### src/rtl/fpu_pkg.sv
// Shared types and constants for the FP32 multiply issue/response controller.
package fpu_pkg;

    typedef enum logic [2:0] {ZERO, SUB, NORM, INF, QNAN, SNAN} fp_class_t;

    typedef enum logic [1:0] {S_IDLE, S_ISSUE, S_DRAIN, S_RESP} mulc_state_t;

    localparam logic [31:0] CANON_NAN = 32'h7FC00000;

    // fflags bit positions, {NV,DZ,OF,UF,NX}
    localparam int unsigned FF_NX = 0;
    localparam int unsigned FF_UF = 1;
    localparam int unsigned FF_OF = 2;
    localparam int unsigned FF_DZ = 3;
    localparam int unsigned FF_NV = 4;

    localparam logic [2:0] RNE = 3'b000;
    localparam logic [2:0] RTZ = 3'b001;
    localparam logic [2:0] RDN = 3'b010;
    localparam logic [2:0] RUP = 3'b011;
    localparam logic [2:0] RMM = 3'b100;
    localparam logic [2:0] DYN = 3'b111;

    function automatic logic frm_invalid(input logic [2:0] frm);
        return (frm == 3'b101) || (frm == 3'b110) || (frm == 3'b111);
    endfunction

endpackage

### src/rtl/fpu_classify.sv
// Combinational binary32 operand classifier (sign not needed, so not taken).
module fpu_classify
    import fpu_pkg::*;
(
    input  logic [30:0] op,
    output fp_class_t   cls
);

    always_comb begin
        cls = NORM;
        if (op[30:23] == 8'h00)
            cls = (op[22:0] == 23'd0) ? ZERO : SUB;
        else if (op[30:23] == 8'hFF) begin
            if (op[22:0] == 23'd0)
                cls = INF;
            else
                cls = op[22] ? QNAN : SNAN;
        end
    end

endmodule

### src/rtl/fpu_mul_ctrl.sv
// Issue/response controller in front of the 2-cycle FP32 multiplier.
// Optional exponent range pre-check: define FPU_MUL_CTRL_EXP_RANGE_EN.
module fpu_mul_ctrl
    import fpu_pkg::*;
#(
    parameter int unsigned TAG_W       = 5,
    parameter int unsigned TIMEOUT_CYC = 16
) (
    input  logic             clk,
    input  logic             rst,
    input  logic             req_valid,
    output logic             req_ready,
    input  logic [31:0]      req_opa,
    input  logic [31:0]      req_opb,
    input  logic [2:0]       req_frm,
    input  logic [TAG_W-1:0] req_tag,
    input  logic [2:0]       csr_frm,
    output logic             mul_start,
    output logic [31:0]      mul_opa,
    output logic [31:0]      mul_opb,
    output logic [2:0]       mul_frm,
    input  logic [31:0]      mul_result,
    input  logic             mul_nx,
    input  logic             mul_done,
    output logic             resp_valid,
    input  logic             resp_ready,
    output logic [31:0]      resp_result,
    output logic [4:0]       resp_fflags,
    output logic [TAG_W-1:0] resp_tag,
    output logic             resp_err
);

    localparam int unsigned CNT_W = $clog2(TIMEOUT_CYC + 1);

    mulc_state_t      state;
    logic [CNT_W-1:0] cnt;

    logic [2:0]  frm_res_c;
    fp_class_t   cls_a_c;
    fp_class_t   cls_b_c;
    logic        sign_c;
    logic        zero_a_c, zero_b_c, inf_a_c, inf_b_c, nan_c, snan_c;
    logic        special_c;
    logic [31:0] spec_res_c;
    logic [4:0]  spec_ff_c;

    fpu_classify u_cls_a (.op(req_opa[30:0]), .cls(cls_a_c));
    fpu_classify u_cls_b (.op(req_opb[30:0]), .cls(cls_b_c));

    assign frm_res_c = (req_frm == DYN) ? csr_frm : req_frm;
    assign sign_c    = req_opa[31] ^ req_opb[31];
    assign zero_a_c  = (cls_a_c == ZERO) || (cls_a_c == SUB);
    assign zero_b_c  = (cls_b_c == ZERO) || (cls_b_c == SUB);
    assign inf_a_c   = (cls_a_c == INF);
    assign inf_b_c   = (cls_b_c == INF);
    assign snan_c    = (cls_a_c == SNAN) || (cls_b_c == SNAN);
    assign nan_c     = snan_c || (cls_a_c == QNAN) || (cls_b_c == QNAN);

`ifdef FPU_MUL_CTRL_EXP_RANGE_EN
    logic [9:0] exp_c;
    logic       to_inf_c;
    assign exp_c    = 10'(req_opa[30:23]) + 10'(req_opb[30:23]) - 10'd127;
    assign to_inf_c = (frm_res_c == RNE) || (frm_res_c == RMM) ||
                      ((frm_res_c == RUP) && !sign_c) || ((frm_res_c == RDN) && sign_c);
`endif

    // Resolve everything that never needs the multiplier
    always_comb begin
        special_c  = 1'b1;
        spec_res_c = CANON_NAN;
        spec_ff_c  = 5'd0;
        if (frm_invalid(frm_res_c))
            spec_ff_c[FF_NV] = 1'b1;
        else if (nan_c)
            spec_ff_c[FF_NV] = snan_c;
        else if ((inf_a_c && zero_b_c) || (zero_a_c && inf_b_c))
            spec_ff_c[FF_NV] = 1'b1;
        else if (inf_a_c || inf_b_c)
            spec_res_c = {sign_c, 8'hFF, 23'd0};
        else if (zero_a_c || zero_b_c)
            spec_res_c = {sign_c, 31'd0};
        else begin
`ifdef FPU_MUL_CTRL_EXP_RANGE_EN
            if ($signed(exp_c) >= 10'sd255) begin
                spec_ff_c[FF_OF] = 1'b1;
                spec_ff_c[FF_NX] = 1'b1;
                spec_res_c = to_inf_c ? {sign_c, 8'hFF, 23'd0} : {sign_c, 31'h7F7FFFFF};
            end else if ($signed(exp_c) <= 10'sd0) begin
                spec_ff_c[FF_UF] = 1'b1;
                spec_ff_c[FF_NX] = 1'b1;
                spec_res_c = {sign_c, 31'd0};
            end else
                special_c = 1'b0;
`else
            special_c = 1'b0;
`endif
        end
    end

    always_ff @(posedge clk) begin
        if (rst) begin
            state       <= S_IDLE;
            cnt         <= '0;
            req_ready   <= 1'b1;
            mul_start   <= 1'b0;
            mul_opa     <= 32'd0;
            mul_opb     <= 32'd0;
            mul_frm     <= 3'd0;
            resp_valid  <= 1'b0;
            resp_result <= 32'd0;
            resp_fflags <= 5'd0;
            resp_tag    <= '0;
            resp_err    <= 1'b0;
        end else begin
            case (state)
                S_IDLE: if (req_valid) begin
                    req_ready <= 1'b0;
                    resp_tag  <= req_tag;
                    resp_err  <= 1'b0;
                    mul_opa   <= req_opa;
                    mul_opb   <= req_opb;
                    mul_frm   <= frm_res_c;
                    cnt       <= '0;
                    if (special_c) begin
                        resp_result <= spec_res_c;
                        resp_fflags <= spec_ff_c;
                        resp_valid  <= 1'b1;
                        state       <= S_RESP;
                    end else begin
                        mul_start <= 1'b1;
                        state     <= S_ISSUE;
                    end
                end
                S_ISSUE: begin
                    if (mul_done) begin
                        resp_result <= mul_result;
                        resp_fflags <= 5'(mul_nx);
                        mul_start   <= 1'b0;
                        state       <= S_DRAIN;
                    end else if (cnt == CNT_W'(TIMEOUT_CYC - 1)) begin
                        resp_result <= CANON_NAN;
                        resp_fflags <= 5'd0;
                        resp_err    <= 1'b1;
                        mul_start   <= 1'b0;
                        state       <= S_DRAIN;
                    end else
                        cnt <= cnt + CNT_W'(1);
                end
                // multiplier holds done until it sees start low
                S_DRAIN: if (!mul_done) begin
                    resp_valid <= 1'b1;
                    state      <= S_RESP;
                end
                S_RESP: if (resp_ready) begin
                    resp_valid <= 1'b0;
                    req_ready  <= 1'b1;
                    state      <= S_IDLE;
                end
                default: state <= S_IDLE;
            endcase
        end
    end

endmodule
### config.mk
export PLATFORM = sky130hd
export DESIGN_NAME = fpu_mul_ctrl
export DESIGN_NICKNAME = d
export VERILOG_FILES = /design/src/rtl/fpu_pkg.sv /design/src/rtl/fpu_classify.sv /design/src/rtl/fpu_mul_ctrl.sv
export SDC_FILE = /design/constraint.sdc
export NUM_CORES = 1
export LEC_CHECK = 0
export BUFFER_PORTS_ARGS = -buffer_cell sky130_fd_sc_hd__buf_2
export CAP_MARGIN = 20
export CORE_ASPECT_RATIO = 1.5
export CORE_MARGIN = 2
export CORE_UTILIZATION = 46
export CTS_CLUSTER_DIAMETER = 30
export DETAILED_ROUTE_END_ITERATION = 7
export PLACE_DENSITY = 0.79
export SLEW_MARGIN = 5
export SYNTH_ARGS = -nofsm -noshare
export SYNTH_HDL_FRONTEND = slang
export SYNTH_SLANG_ARGS = --single-unit
### constraint.sdc
create_clock -name clk -period 2.4 [get_ports clk]
set_input_delay 0.48 -clock clk [delete_from_list [all_inputs] [get_ports clk]]
set_output_delay 0.48 -clock clk [all_outputs]
set_load 0.02 [all_outputs]
==> reports/summary.txt <==
Inserted Clock Buffers -> 17
Setup Viol. Count Final -> 0
Worst Hold Path EP -> resp_tag[3]$_SDFFE_PP0P_
leak pwr -> 0.003024 uW
Final nets -> 946
part of the cycle the worst path needs -> 0.9312
Clock Sinks -> 117
first-pass GRT wire length -> 21730 um
# diodes -> 0
min-delay worst type -> primary input to flop
die height -> 127.9 um
Critical Path Source Type -> primary input
Root Buffer -> clkbuf_16
Worst Setup SP -> req_opa[1]
Starting Density -> 0.4694
layout cells sized above 1 -> 0.3512
post-synthesis sequential area ratio -> 0.4979
critical path capture point type -> flop
filler instances -> 852
crit path max-delay cell type -> nor4_1
drt pass-1 iters -> 5
Clock Path Buffers -> 2
Congestion Overflow GR -> 0
Layout area overhead -> 41.86%
Final ANT Viol Nets -> 0
All-Layer GR Usage -> 0.2473
Crit Path Category -> primary input to flop
Final min period -> 2235 ps
hold_ws -> 319.7 ps
Hold Crit Start -> req_tag[3]
worst-path fanout max -> 2
clock skew -> 6.749 ps
Worst Path Required -> 2710 ps
H-tree depth -> 4
worst hold stages -> 3
# port buffers -> 222
number of max-cap violations -> 0
final wirelength -> 13590 um
core box area -> 10020 um2
antenna violations before repair -> 0
Final GP Congestion -> 0.8650
hold_buf cts -> 0
placed cell count -> 925
worst reg2reg endpoint -> resp_result[6]$_SDFFE_PP0P_
Layout Utilization -> 0.6659
number of library cell types mapped by synthesis -> 48
Yosys Warn Count -> 0
Power, Total -> 7652 uW
PD cells -> 1147 nW/um2
floorplan row count -> 45
Synth Flop Type -> dfxtp_1
EDFF count, synth -> 0
Max IR drop VDD -> 0.0005846 V
Post-CTS Setup Bufs -> 0
endpoints failing hold -> 0
Synth async-reset ratio -> 0
CTS tree -> built
HPWL after DPL -> 10290 um
Data arrival, critical path -> 2550 ps
R2R depth -> 9
post-CTS resize count -> 0
CP Cell Sequence -> buf_2 > nor4_2 > buf_4 > nand4_1 > nor4_1 > buf_4 > mux2_2 > or3_1 > a211oi_1
largest net degree at the start of global routing -> 58
post-route insts no fill -> 957
worst r2r src -> cnt[0]$_SDFFE_PP0P_
DRC -> 0
die span in x -> 86.57 um
Mapped Area -> 4705 um2
DR iter-0 viols -> 227
Clock Latency Late Sink -> 400 ps
CP most frequent cell -> buf_4
worst slack at placement -> -340.8 ps
Yosys reg bits -> 117
syn_area_per_cell -> 7.841 um2
max-slew violation count -> 0
Die Footprint -> 11070 um2
Reg2Reg Setup Slack -> 180 ps
setup ws final -> 165.2 ps
wire length per cell -> 14.20 um
status -> finished clean
peak per-stage delay on the critical path -> 350 ps
Vias/cell -> 5.220
vias in the first global route -> 4712
RSZ-0062 raised after global routing -> false
clock-pin slew on the worst setup and hold paths -> 50 ps
Max Fclk -> 0.4475 GHz
Boundary Pins -> 226
vias post-DR -> 4996
cell count after synthesis -> 600
-- per-layer routing --
| layer | vias to the layer above | GRT usage | part of all wire |
|---|---|---|---|
| met4 | 0 | 0.09375 | 0.019 |
| li1 | 2493 | - | - |
| met5 | - | 0 | 0 |
| met3 | 20 | 0.06632 | 0.070 |
| met1 | 2269 | 0.2763 | 0.39 |
| met2 | 214 | 0.4412 | 0.52 |
-- synthesized netlist by cell type (2+ instances only) --
master,instances,area share
a21oi_1,111,0.12
o21ai_0,5,0.0053
nand4_1,7,0.0093
a211oi_1,2,0.0032
xnor2_1,2,0.0037
nor3_1,8,0.0085
nand2_1,184,0.15
ha_1,6,0.016
or3_1,11,0.015
buf_1,3,0.0024
dfxtp_1,117,0.50
o211ai_1,4,0.0064
nor2_1,20,0.016
or4_1,3,0.0048
nand2b_1,4,0.0053
and2_1,2,0.0027
a31oi_1,3,0.0040
xor2_1,2,0.0037
clkbuf_1,31,0.025
nand3b_1,2,0.0032
o21bai_1,3,0.0048
nor2_2,2,0.0027
inv_1,3,0.0024
nor4_1,11,0.015
buf_2,5,0.0053
buf_4,3,0.0048
nand3_1,25,0.027
-- layout make-up --
cell class / instances / area, um2 / share of cell area
Sequential cell: 117 / 2342 / 0.3510
Multi-Input combinational cell: 439 / 2191 / 0.3283
Timing Repair Buffer: 249 / 1354 / 0.2028
Clock buffer: 21 / 480.5 / 0.07199
Clock inverter: 11 / 148.9 / 0.02231
Tap cell: 117 / 146.4 / 0.02193
Inverter: 3 / 11.26 / 0.001687
-- cell families after synthesis --
logic type / after synthesis / share of synthesized area
DFF: 117 / 0.4979
other: 1 / 0.0007971
buffers and inverters: 46 / 0.04202
and+or+nand+nor: 285 / 0.2668
muxes: 2 / 0.004521
AOI/OAI and AO/OA: 139 / 0.1646
adders and majority gates: 6 / 0.01596
xor gates and xnor gates: 4 / 0.007448
-- power by group --
group	internal, uW	switching (uW)	leakage (uW)	total, uW
Clock	1740	866	0.000301	2610
Sequential	2300	176	0.000957	2470
Combinational	914	1650	0.00177	2570
-- state kept, by name, summed over array words and instances, names as in the netlist --
register,count
mul_opb,32
resp_fflags,2
resp_err,1
state,2
cnt,5
mul_start,1
resp_result,32
req_ready,1
mul_opa,32
mul_frm,3
resp_valid,1
resp_tag,5
-- placed cells by master, fill, tap and decap left out, types with 4 or more instances in the layout --
cell | synthesis | routed
clkbuf_8 | 0 | 4
dfxtp_1 | 117 | 117
nand3_1 | 25 | 25
clkbuf_16 | 0 | 17
buf_4 | 3 | 25
a21oi_1 | 111 | 111
nand4_1 | 7 | 7
nor4_1 | 11 | 10
o21ai_0 | 5 | 5
o211ai_1 | 4 | 4
nor3_1 | 8 | 8
buf_2 | 5 | 221
or3_1 | 11 | 11
nor2_1 | 20 | 20
nand2_1 | 184 | 183
ha_1 | 6 | 6
-- worst max path at each step --
stage / end / slack (ps) / cells after the start
6_report: resp_result[31]$_SDFFE_PP0P_ / 170 / 9
5_1_grt: resp_result[0]$_SDFFE_PP0P_ / 30 / 9
4_1_cts: resp_result[6]$_SDFFE_PP0P_ / 20 / 9
3_5_place_dp: resp_result[31]$_SDFFE_PP0P_ / -340 / 9
3_3_place_gp: resp_result[31]$_SDFFE_PP0P_ / -330 / 9
2_1_floorplan: resp_result[29]$_SDFFE_PP0P_ / 230 / 7
-- critical path: cells and delay by family --
kind / cells / cell delay, ps
and+or+nand+nor: 4 / 1110
buffers and inverters: 3 / 440
muxes: 1 / 330
AOI/OAI and AO/OA: 1 / 190
-- metrics by stage --
stage               setup TNS (ps)  area, um2
floorplan                        0       4712
global placement            -465.6       6030
detailed placement          -482.3       6030
CTS                              0       6659
global route                     0       6674
finish                           0       6674
Note: power is estimated with default switching activity, not from simulation.
